`src/rtl/conv_coeff_sched.sv`:
```
// conv_coeff_sched: coefficient scheduler for the 3x3 convolution datapath.
// The host writes a shadow bank; a commit swaps shadow into the active bank on
// the next frame boundary (vs_i falling edge). The active bank is streamed on
// coeff_o one tap per cycle, starting on the first vs_i-high cycle of a frame.
// Optional build macro CONV_COEFF_PRESET_EN: both banks reset to the identity
// kernel (centre tap = 1) instead of all zeros.
//
// state  | meaning
// IDLE   | after reset; wait for vs_i low so a partial frame is never streamed
// ARMED  | vs_i low; tap 0 preloaded on coeff_o, waiting for vs_i to rise
// STREAM | vs_i high; taps 1..N_COEFF-1 being driven
// DONE   | all taps driven; coeff_o held at 0 until vs_i falls
module conv_coeff_sched #(
  parameter int COEFF_W = 9,
  parameter int N_COEFF = 9,
  parameter int ADDR_W  = 4
) (
  input  logic               clk,
  input  logic               rst,
  input  logic               vs_i,
  input  logic               wr_en_i,
  input  logic [ADDR_W-1:0]  wr_addr_i,
  input  logic [COEFF_W-1:0] wr_data_i,
  input  logic               commit_i,
  input  logic [ADDR_W-1:0]  rd_addr_i,
  output logic [COEFF_W-1:0] rd_data_o,
  output logic [COEFF_W-1:0] coeff_o,
  output logic               pending_o,
  output logic               busy_o,
  output logic               load_done_o
);

  localparam int CNT_W = $clog2(N_COEFF + 1);
  localparam logic [CNT_W-1:0]  CNT_LAST = CNT_W'(N_COEFF);
  localparam logic [ADDR_W:0]   ADDR_LIM = (ADDR_W + 1)'(N_COEFF);
  localparam int PRESET_IDX = N_COEFF / 2;

`ifdef CONV_COEFF_PRESET_EN
  localparam bit PRESET = 1'b1;
`else
  localparam bit PRESET = 1'b0;
`endif

  localparam logic [1:0] S_IDLE   = 2'd0;
  localparam logic [1:0] S_ARMED  = 2'd1;
  localparam logic [1:0] S_STREAM = 2'd2;
  localparam logic [1:0] S_DONE   = 2'd3;

  logic [COEFF_W-1:0] shadow [N_COEFF];
  logic [COEFF_W-1:0] active [N_COEFF];
  logic [1:0]         state;
  logic [CNT_W-1:0]   cnt;
  logic               vs_q;
  logic               pending;
  logic               swap;
  logic               wr_ok;
  logic               rd_ok;
  logic [COEFF_W-1:0] next_active0;

  // Swaps happen only on a vs_i falling edge, so active is frozen while vs_i is high.
  assign swap         = pending & ~vs_i & vs_q;
  assign wr_ok        = wr_en_i & ({1'b0, wr_addr_i} < ADDR_LIM);
  assign rd_ok        = {1'b0, rd_addr_i} < ADDR_LIM;
  assign next_active0 = swap ? shadow[0] : active[0];
  assign pending_o    = pending;
  // High exactly during the vs-high cycles that carry taps 0..N_COEFF-1.
  assign busy_o       = vs_i & ((state == S_ARMED) | (state == S_STREAM));

  // Shadow bank: host writes, out-of-range addresses dropped.
  always_ff @(posedge clk) begin
    if (rst) begin
      for (int k = 0; k < N_COEFF; k++)
        shadow[k] <= (PRESET && k == PRESET_IDX) ? COEFF_W'(1) : '0;
    end else if (wr_ok) begin
      shadow[wr_addr_i] <= wr_data_i;
    end
  end

  // Active bank: whole-bank copy of the pre-write shadow on a committed boundary.
  always_ff @(posedge clk) begin
    if (rst) begin
      for (int k = 0; k < N_COEFF; k++)
        active[k] <= (PRESET && k == PRESET_IDX) ? COEFF_W'(1) : '0;
    end else if (swap) begin
      for (int k = 0; k < N_COEFF; k++)
        active[k] <= shadow[k];
    end
  end

  // vs_i delay for edge detect, and the commit-pending flag.
  always_ff @(posedge clk) begin
    if (rst) begin
      vs_q    <= 1'b0;
      pending <= 1'b0;
    end else begin
      vs_q <= vs_i;
      if (swap)
        pending <= commit_i;
      else if (commit_i)
        pending <= 1'b1;
    end
  end

  // Registered readback of the active bank; 0 outside the kernel.
  always_ff @(posedge clk) begin
    if (rst)
      rd_data_o <= '0;
    else
      rd_data_o <= rd_ok ? active[rd_addr_i] : '0;
  end

  // Stream sequencer. Tap 0 is preloaded while vs_i is low, so the rising
  // edge cycle already shows it and the transition edge loads tap 1.
  always_ff @(posedge clk) begin
    if (rst) begin
      state       <= S_IDLE;
      cnt         <= '0;
      coeff_o     <= '0;
      load_done_o <= 1'b0;
    end else begin
      load_done_o <= 1'b0;
      case (state)
        S_IDLE: begin
          coeff_o <= '0;
          if (!vs_i) begin
            state   <= S_ARMED;
            coeff_o <= next_active0;
            cnt     <= CNT_W'(1);
          end
        end
        S_ARMED: begin
          if (vs_i) begin
            state   <= S_STREAM;
            coeff_o <= active[1];
            cnt     <= CNT_W'(2);
          end else begin
            coeff_o <= next_active0;
            cnt     <= CNT_W'(1);
          end
        end
        S_STREAM: begin
          if (!vs_i) begin
            // Frame ended early: drop the rest, no completion pulse.
            state   <= S_ARMED;
            coeff_o <= next_active0;
            cnt     <= CNT_W'(1);
          end else if (cnt == CNT_LAST) begin
            state       <= S_DONE;
            coeff_o     <= '0;
            cnt         <= '0;
            load_done_o <= 1'b1;
          end else begin
            coeff_o <= active[cnt];
            cnt     <= cnt + 1'b1;
          end
        end
        S_DONE: begin
          coeff_o <= '0;
          if (!vs_i) begin
            state   <= S_ARMED;
            coeff_o <= next_active0;
            cnt     <= CNT_W'(1);
          end
        end
        default: begin
          state   <= S_IDLE;
          coeff_o <= '0;
        end
      endcase
    end
  end

endmodule

```
`config.mk`:
```
export PLATFORM = sky130hd
export DESIGN_NAME = conv_coeff_sched
export DESIGN_NICKNAME = d
export VERILOG_FILES = /design/src/rtl/conv_coeff_sched.sv
export SDC_FILE = /design/constraint.sdc
export NUM_CORES = 1
export LEC_CHECK = 0
export ABC_AREA = 1
export BUFFER_PORTS_ARGS = -buffer_cell sky130_fd_sc_hd__buf_4
export CORE_UTILIZATION = 55
export CTS_CLUSTER_SIZE = 10
export DETAILED_ROUTE_END_ITERATION = 8
export HOLD_SLACK_MARGIN = 0.02
export MAX_ROUTING_LAYER = met4
export PLACE_DENSITY = 0.84
export SLEW_MARGIN = 0
export SYNTH_ARGS = -nofsm -noshare
export SYNTH_HDL_FRONTEND = slang
export SYNTH_SLANG_ARGS = --single-unit
export TNS_END_PERCENT = 30
```
`constraint.sdc`:
```
create_clock -name clk -period 4.13 [get_ports clk]
set_clock_uncertainty 0.15 [all_clocks]
set_input_delay 1.239 -clock clk [delete_from_list [all_inputs] [get_ports clk]]
set_output_delay 1.239 -clock clk [all_outputs]
set_load 0.02 [all_outputs]
```
### Word-level counts from Yosys, hierarchy flattened

Memory sizes are Yosys's and may differ from the RTL's. A register that Yosys moved wholly into a read port is not among the register bits.
Cells that the tools add are included.
W data, S select, Z words.

* register bits after elaboration: 18
* latch bits: 0
* bits in writable memories: 162
* bits in read-only memories: 0
* input port bits: 22
* output and inout bits: 21
* word-level logic and storage cells: 83
* memories kept: 2

* $add $sub $neg: 1
* $mul: 0
* divide/modulo/power cells: 0
* magnitude comparators: 2
* equality and inequality tests: 7
* shifts and indexed selects: 0
* multiplexer cells: 41
* bitwise logic cells: 17
* reductions and logical operators: 7

Memory list
* active: depth 9, bits a word 9, read ports 4, clocked after memory_dff 2, wr ports 9, line 50 `logic [COEFF_W-1:0] active [N_COEFF];`
* shadow: depth 9, bits a word 9, read ports 9, clocked after memory_dff 0, wr ports 9, line 49 `logic [COEFF_W-1:0] shadow [N_COEFF];`

Operators with widths (count)
* $mux W9: 15
* $pmux W9 S3: 1
* $mux W4: 6
* $mux W1: 12
* $pmux W4 S3: 1
* $mux W2: 5
* $or A1 B1 Y1: 10
* $reduce_or A9 Y1: 1
* $lt A4 B4 Y1 const B: 2
* $pmux W2 S3: 1
* $add A4 B1 Y4 const B: 1
* $and A1 B1 Y1: 4
* $eq A2 B2 Y1 const B: 2
* $eq A4 B4 Y1 const B: 1
* $ne A2 B2 Y1 const B: 2
* $reduce_or A2 Y1: 2
* $ne A3 B2 Y1 const B: 1
* $not A1 Y1: 3
* $reduce_and A3 Y1: 1
* $reduce_or A3 Y1: 1
* $eq A2 B1 Y1 const B: 1
* $logic_not A2 Y1: 1
* $reduce_bool A2 Y1: 1

### Depth between registers and ports, before layout

Gate-level depths: netlist (run 1).

* word-level depth: 7
* mapped depth: 9
* gate-level depth less buffers: 8

### Least setup slack after synthesis (run 1)

OpenSTA, ideal clock, no wires.

* path type: input port to flip-flop
* start point: input port rst
* end point: memory active[0][0] (enable)
* setup time: 0.801 ns
* data arrival time: 3.158 ns
* path slack: 0.021 ns
* stages: 4
* path buffers: 2
* cell sequence: buf_2 > inv_1 > clkbuf_1 > nand2_1

RTL lines
* from (decl): line 19 `input logic rst,`
* to (decl): line 50

### Worst setup path in the final report (run 1)

* start point: input port vs_i
* end point: output port busy_o

* longest elaborated chain between the ends: 1

Ends and longest elaborated chain
* from (decl): line 20 `input logic vs_i,`
* $and A1 B1 Y1: line 67 `assign busy_o = vs_i & ((state == S_ARMED) | (state == S_STREAM));`
* to (decl): line 29 `output logic busy_o,`

Every way passes these cells.

==> results.txt, run 1 <==
Hold Path Class - reg2reg
synthesized area - 8720 um^2
VDD IR max - 0.297 mV
cell family with most CP delay - buffers and inverters
CP Class - in2out
slowest cell on the critical path - buf_4
clock tree buffer depth - 2
Area growth syn-to-layout - 12.6%
Die X - 128 um
hold_buf cts - 0
H-tree levels - 4
Setup Buffers After CTS - 0
layout cell share with drive strength beyond 1 - 9.45%
post-route non-filler standard cell count - 1195
CP Capture Type - primary output
Hold Startpoint - state[1]
Avg Vias per Cell - 5.52
total CTS buffers - 17
Vert. Die Dim - 128 um
final hold vios - 0
Placed Cells - 1164
n_diodes - 0
RD Place Congestion - 1.00
initial antenna violation count - 0
hold path endpoint - state[1]
routed via count - 6599
Leak - 4.15 nW
drt total wl - 20.7 mm
Yosys Warn Count - 0
synth unique cells - 26
Slew Limit Fails - 0
reg2reg setup slack - 1.35 ns
sequential share of the synthesized area - 62.9%
post-layout net count - 999
Total Routing Usage GR - 27.8%
Startpoint Class - input pin
clock-pin slew on the worst setup and hold paths - 0.07 ns
R2R Path End - coeff_o[1]
starting density of the core - 56.9%
WP data arrival - 1.86 ns
Final min period - 3.24 ns
drt drc - 0
Antenna Nets Post-Route - 0
Worst-Margin Slew - 1.09 ns
Pre-Repair DR Iteration Count - 6
sum of negative setup slack - 0 ns
DR WL/cell - 17.3 um
Worst Path Required - 2.74 ns
Worst path max stage delay - 0.17 ns
RSZ-0062 raised after global routing - false
CTS tree - done
Final Cycle Share - 78.6%
die area - 16400 um^2
DP Wirelength - 14.5 mm
Resized cells post-CTS - 0
Buf+Inv Stages, Crit Path - 4
fmax - 308 MHz
worst-path fanout max - 13
port bufs - 42
first-pass GRT wire length - 32.4 mm
Synthesized Nets - 968
Cell Rows - 45
status - complete, no violations
IO Count - 43
R2R depth - 8
FF+latch count, synth - 193
final setup vio count - 0
cell repeated most along the worst path - buf_4
syn avg cell area - 9.26 um^2
1st-iter DRT viols - 936
Hold Path Depth - 2
PD cells - 481 nW/um^2
Placeable Area - 15300 um^2
root buffer cell - clkbuf_16
TritonCTS sink count - 193
pin count of the biggest net entering global routing - 51
Gate Count Post-Synth - 941
cells along the critical path - buf_4, inv_1, buf_4, nor2_1, buf_4
vias in the first global route - 6156
maxcap violations - 0
GRT overflow - 0
max_slew headroom - 27.1%
clock latency at the later pin of the worst-skew pair - 0.44 ns
## layout make-up
type                            count  area (um^2)
Fill cell                        1206         5500
Sequential cell                   193         5490
Multi-Input combinational cell    589         2620
Inverter                          120          450
Clock buffer                       17          425
Timing Repair Buffer               51          408
Tap cell                          211          264
Clock inverter                     14          155
## cell families (layout without fill, tap and decap cells)
logic type	after synthesis	in the layout	synth area share (%)
AO/OA/AOI/OAI	82	82	5.11
XOR/XNOR	1	1	0.101
adder cells (fa/ha/maj)	5	5	0.718
buffers and inverters	159	202	7.08
flip-flops	193	193	62.9
AND/OR/NAND/NOR	501	501	24.1
## worst max path at each step
stage          startpoint            to  slack [ns]  cells after the start
2_1_floorplan         rst  active[0][0]        0.02                      4
3_3_place_gp          rst  shadow[5][5]        0.74                      6
3_5_place_dp          rst  shadow[6][2]        0.69                      6
4_1_cts              vs_i        busy_o        0.88                      5
5_1_grt              vs_i        busy_o        0.84                      5
6_report             vs_i        busy_o        0.89                      5
## where the power goes
group	total, mW	switching (mW)	internal [mW]
sequential	2.31	0.0690	2.24
combinational	0.780	0.541	0.238
clock	1.63	0.734	0.899
total	4.72	1.34	3.37
## state kept, by name, indices dropped and copies added (netlist names), named ones only
signal / flops
coeff_o: 9
rd_data_o: 9
shadow: 81
load_done_o: 1
cnt: 4
pending_o: 1
active: 81
vs_q: 1
state: 2
## cell usage after synthesis, drive strengths merged
| cell type | n | area share [%] |
|---|---|---|
| nand4 | 7 | 0.93 |
| o21ai | 32 | 1.8 |
| nand3 | 110 | 6.4 |
| inv | 105 | 4.5 |
| a21oi | 37 | 2.3 |
| clkbuf | 26 | 1.1 |
| xnor2 | 1 | 0.10 |
| o211ai | 4 | 0.34 |
| buf | 13 | 0.79 |
| ha | 5 | 0.72 |
| a22oi | 1 | 0.086 |
| edfxtp | 162 | 56 |
| a31oi | 7 | 0.50 |
| nand3b | 1 | 0.086 |
| dfxtp | 31 | 7.1 |
| nor2 | 200 | 8.7 |
| nand2 | 183 | 7.9 |
| clkinv | 15 | 0.65 |
| a21boi | 1 | 0.086 |
## through the flow
step | utilization (%) | area (um^2) | power (mW) | worst slack, ns | hold WS (ns)
floorplan | - | 8720 | 2.87 | 0.0207 | 0.321
global placement | 60.3 | 9230 | 3.10 | 0.740 | 0.344
detailed placement | 60.3 | 9230 | 3.11 | 0.689 | 0.355
CTS | 64.1 | 9810 | 4.71 | 0.883 | 0.369
global route | 64.1 | 9810 | 4.89 | 0.839 | 0.387
finish | 64.1 | 9810 | 4.72 | 0.886 | 0.370
## tightest hold or removal path: cells and delay by family (launching register included)
kind / cells / cell delay [ns]
compound gates: 1 / 0.07
buf+inv: 1 / 0.09
flops: 1 / 0.32
## cell usage in the layout, fill, tap and decap left out, types with 2 or more instances in the layout
cell type	n
a21oi_1	36
a31oi_1	7
buf_12	2
buf_4	49
bufinv_16	2
clkbuf_16	17
clkinv_1	17
clkinv_4	3
dfxtp_1	31
edfxtp_1	162
ha_1	5
inv_1	105
inv_6	3
inv_8	2
nand2_1	180
nand2_2	2
nand3_1	108
nand3_2	2
nand4_2	6
nor2_1	199
o211ai_1	4
o21ai_0	32
## layer usage
metal	share of wire (%)	global-route usage [%]
met1	43	38.3
met2	44	39.1
met3	8.1	4.26
met4	4.7	16.9
met5	0	-
No activity file was read; power rests on OpenSTA's default activity.
==> run 2: changes to the inputs <==
Settings changed: PLACE_DENSITY 0.84 to 0.81.
Clock period 4.13 ns to 3.3 ns, I/O delays scaled along.
==> results.txt, run 2 (synthesized netlist as in run 1, its figures left out) <==
most frequent cells in the layout - nor2_1, nand2_1, edfxtp_1, nand3_1, inv_1
met2 routed WL - 9.69 mm
Final min period - 2.65 ns
Resized cells post-CTS - 0
Total Routing Usage GR - 28.5%
CP Class - reg2out
Area growth syn-to-layout - 13.5%
GRT overflow - 0
Setup WS post-layout - 0.646 ns
cells along the critical path - inv_1, ha_1, nor2_1, buf_4
Die X - 128 um
Placeable Area - 15300 um^2
slowest cell on the critical path - dfxtp_1
design area - 9890 um^2
hold slack - 0.363 ns
Avg Vias per Cell - 5.63
Worst-Margin Slew - 0.538 ns
Worst path max stage delay - 0.36 ns
IO Count - 43
cell family with most CP delay - flip-flops
clock tree buffer depth - 2
Slew Limit Fails - 0
drt drc - 0
final hold vios - 0
Cell Rows - 45
max_slew headroom - 64.1%
Met1 Wirelength - 8.56 mm
post-layout net count - 1003
CTS tree - done
RD Place Congestion - 0.962
Final Cycle Share - 80.4%
Buf+Inv Stages, Crit Path - 2
clock latency at the later pin of the worst-skew pair - 0.44 ns
initial antenna violation count - 0
VDD IR max - 0.795 mV
sum of negative setup slack - 0 ns
maxcap violations - 0
root buffer cell - clkbuf_16
drt total wl - 21.1 mm
H-tree levels - 4
clock-pin slew on the worst setup and hold paths - 0.06 ns
layout cell share with drive strength beyond 1 - 9.82%
WP data arrival - 1.51 ns
fmax - 377 MHz
first-pass GRT wire length - 33.1 mm
routed via count - 6751
pin count of the biggest net entering global routing - 41
Worst Path Required - 2.16 ns
Hold Path Class - reg2reg
PD cells - 607 nW/um^2
starting density of the core - 56.9%
die area - 16400 um^2
TritonCTS sink count - 193
total CTS buffers - 17
status - complete, no violations
worst slack, placed - 0.394 ns
hold_buf cts - 0
port bufs - 42
Startpoint Class - flop
Pre-Repair DR Iteration Count - 7
vias in the first global route - 6154
commonest non-fill, non-tap cell in the layout - nor2_1
CP Capture Type - primary output
final setup vio count - 0
1st-iter DRT viols - 1046
routed wl met3 - 2.17 mm
Setup Buffers After CTS - 0
DR WL/cell - 17.6 um
post-route non-filler standard cell count - 1199
Vert. Die Dim - 128 um
Leak - 4.19 nW
Top Layer Used - met4
worst-path fanout max - 4
Placed Cells - 1168
top flop regs - active (81), shadow (81)
RSZ-0062 raised after global routing - false
Antenna Nets Post-Route - 0
DP Wirelength - 14.7 mm
n_diodes - 0
dpl cell area - 9290 um^2
==> run 2: worst paths after layout <==
check           start    endpoint  slack, ns  cells after the start
max reg2reg      flop  coeff_o[0]       1.29                      8
max          state[0]      busy_o       0.65                      4
min reg2reg  state[0]    state[0]       0.36                      2
min          state[0]    state[0]       0.36                      2
==> run 2: routing by layer <==
layer  vias up  global-route usage, %
met2       438                   43.0
met3        66                   6.14
li1       3142                      -
met4         0                   11.6
met1      3105                   37.6
met5         -                      -
==> run 2: tightest hold or removal path, cell delays in order (launching register included) <==
cell	delay (ns)
dfxtp_1	0.33
inv_1	0.08
a21oi_1	0.06
==> run 2: cell type report <==
class | instances | area, um^2
tap | 211 | 264
multi-input combinational | 589 | 2620
timing repair buffer | 55 | 463
sequential | 193 | 5490
clock inverter | 13 | 179
inverter | 120 | 450
fill | 1218 | 5420
clock buffer | 18 | 429
==> run 2: power breakdown <==
group / switching, mW / internal, mW
combinational: 0.685 / 0.310
sequential: 0.0907 / 2.80
clock: 0.917 / 1.20
==> run 2: through the flow <==
step,utilization (%),power [mW]
detailed placement,60.6,3.91
CTS,64.6,5.98
finish,64.6,6.01
floorplan,-,3.59
global route,64.6,6.23
global placement,60.6,3.88
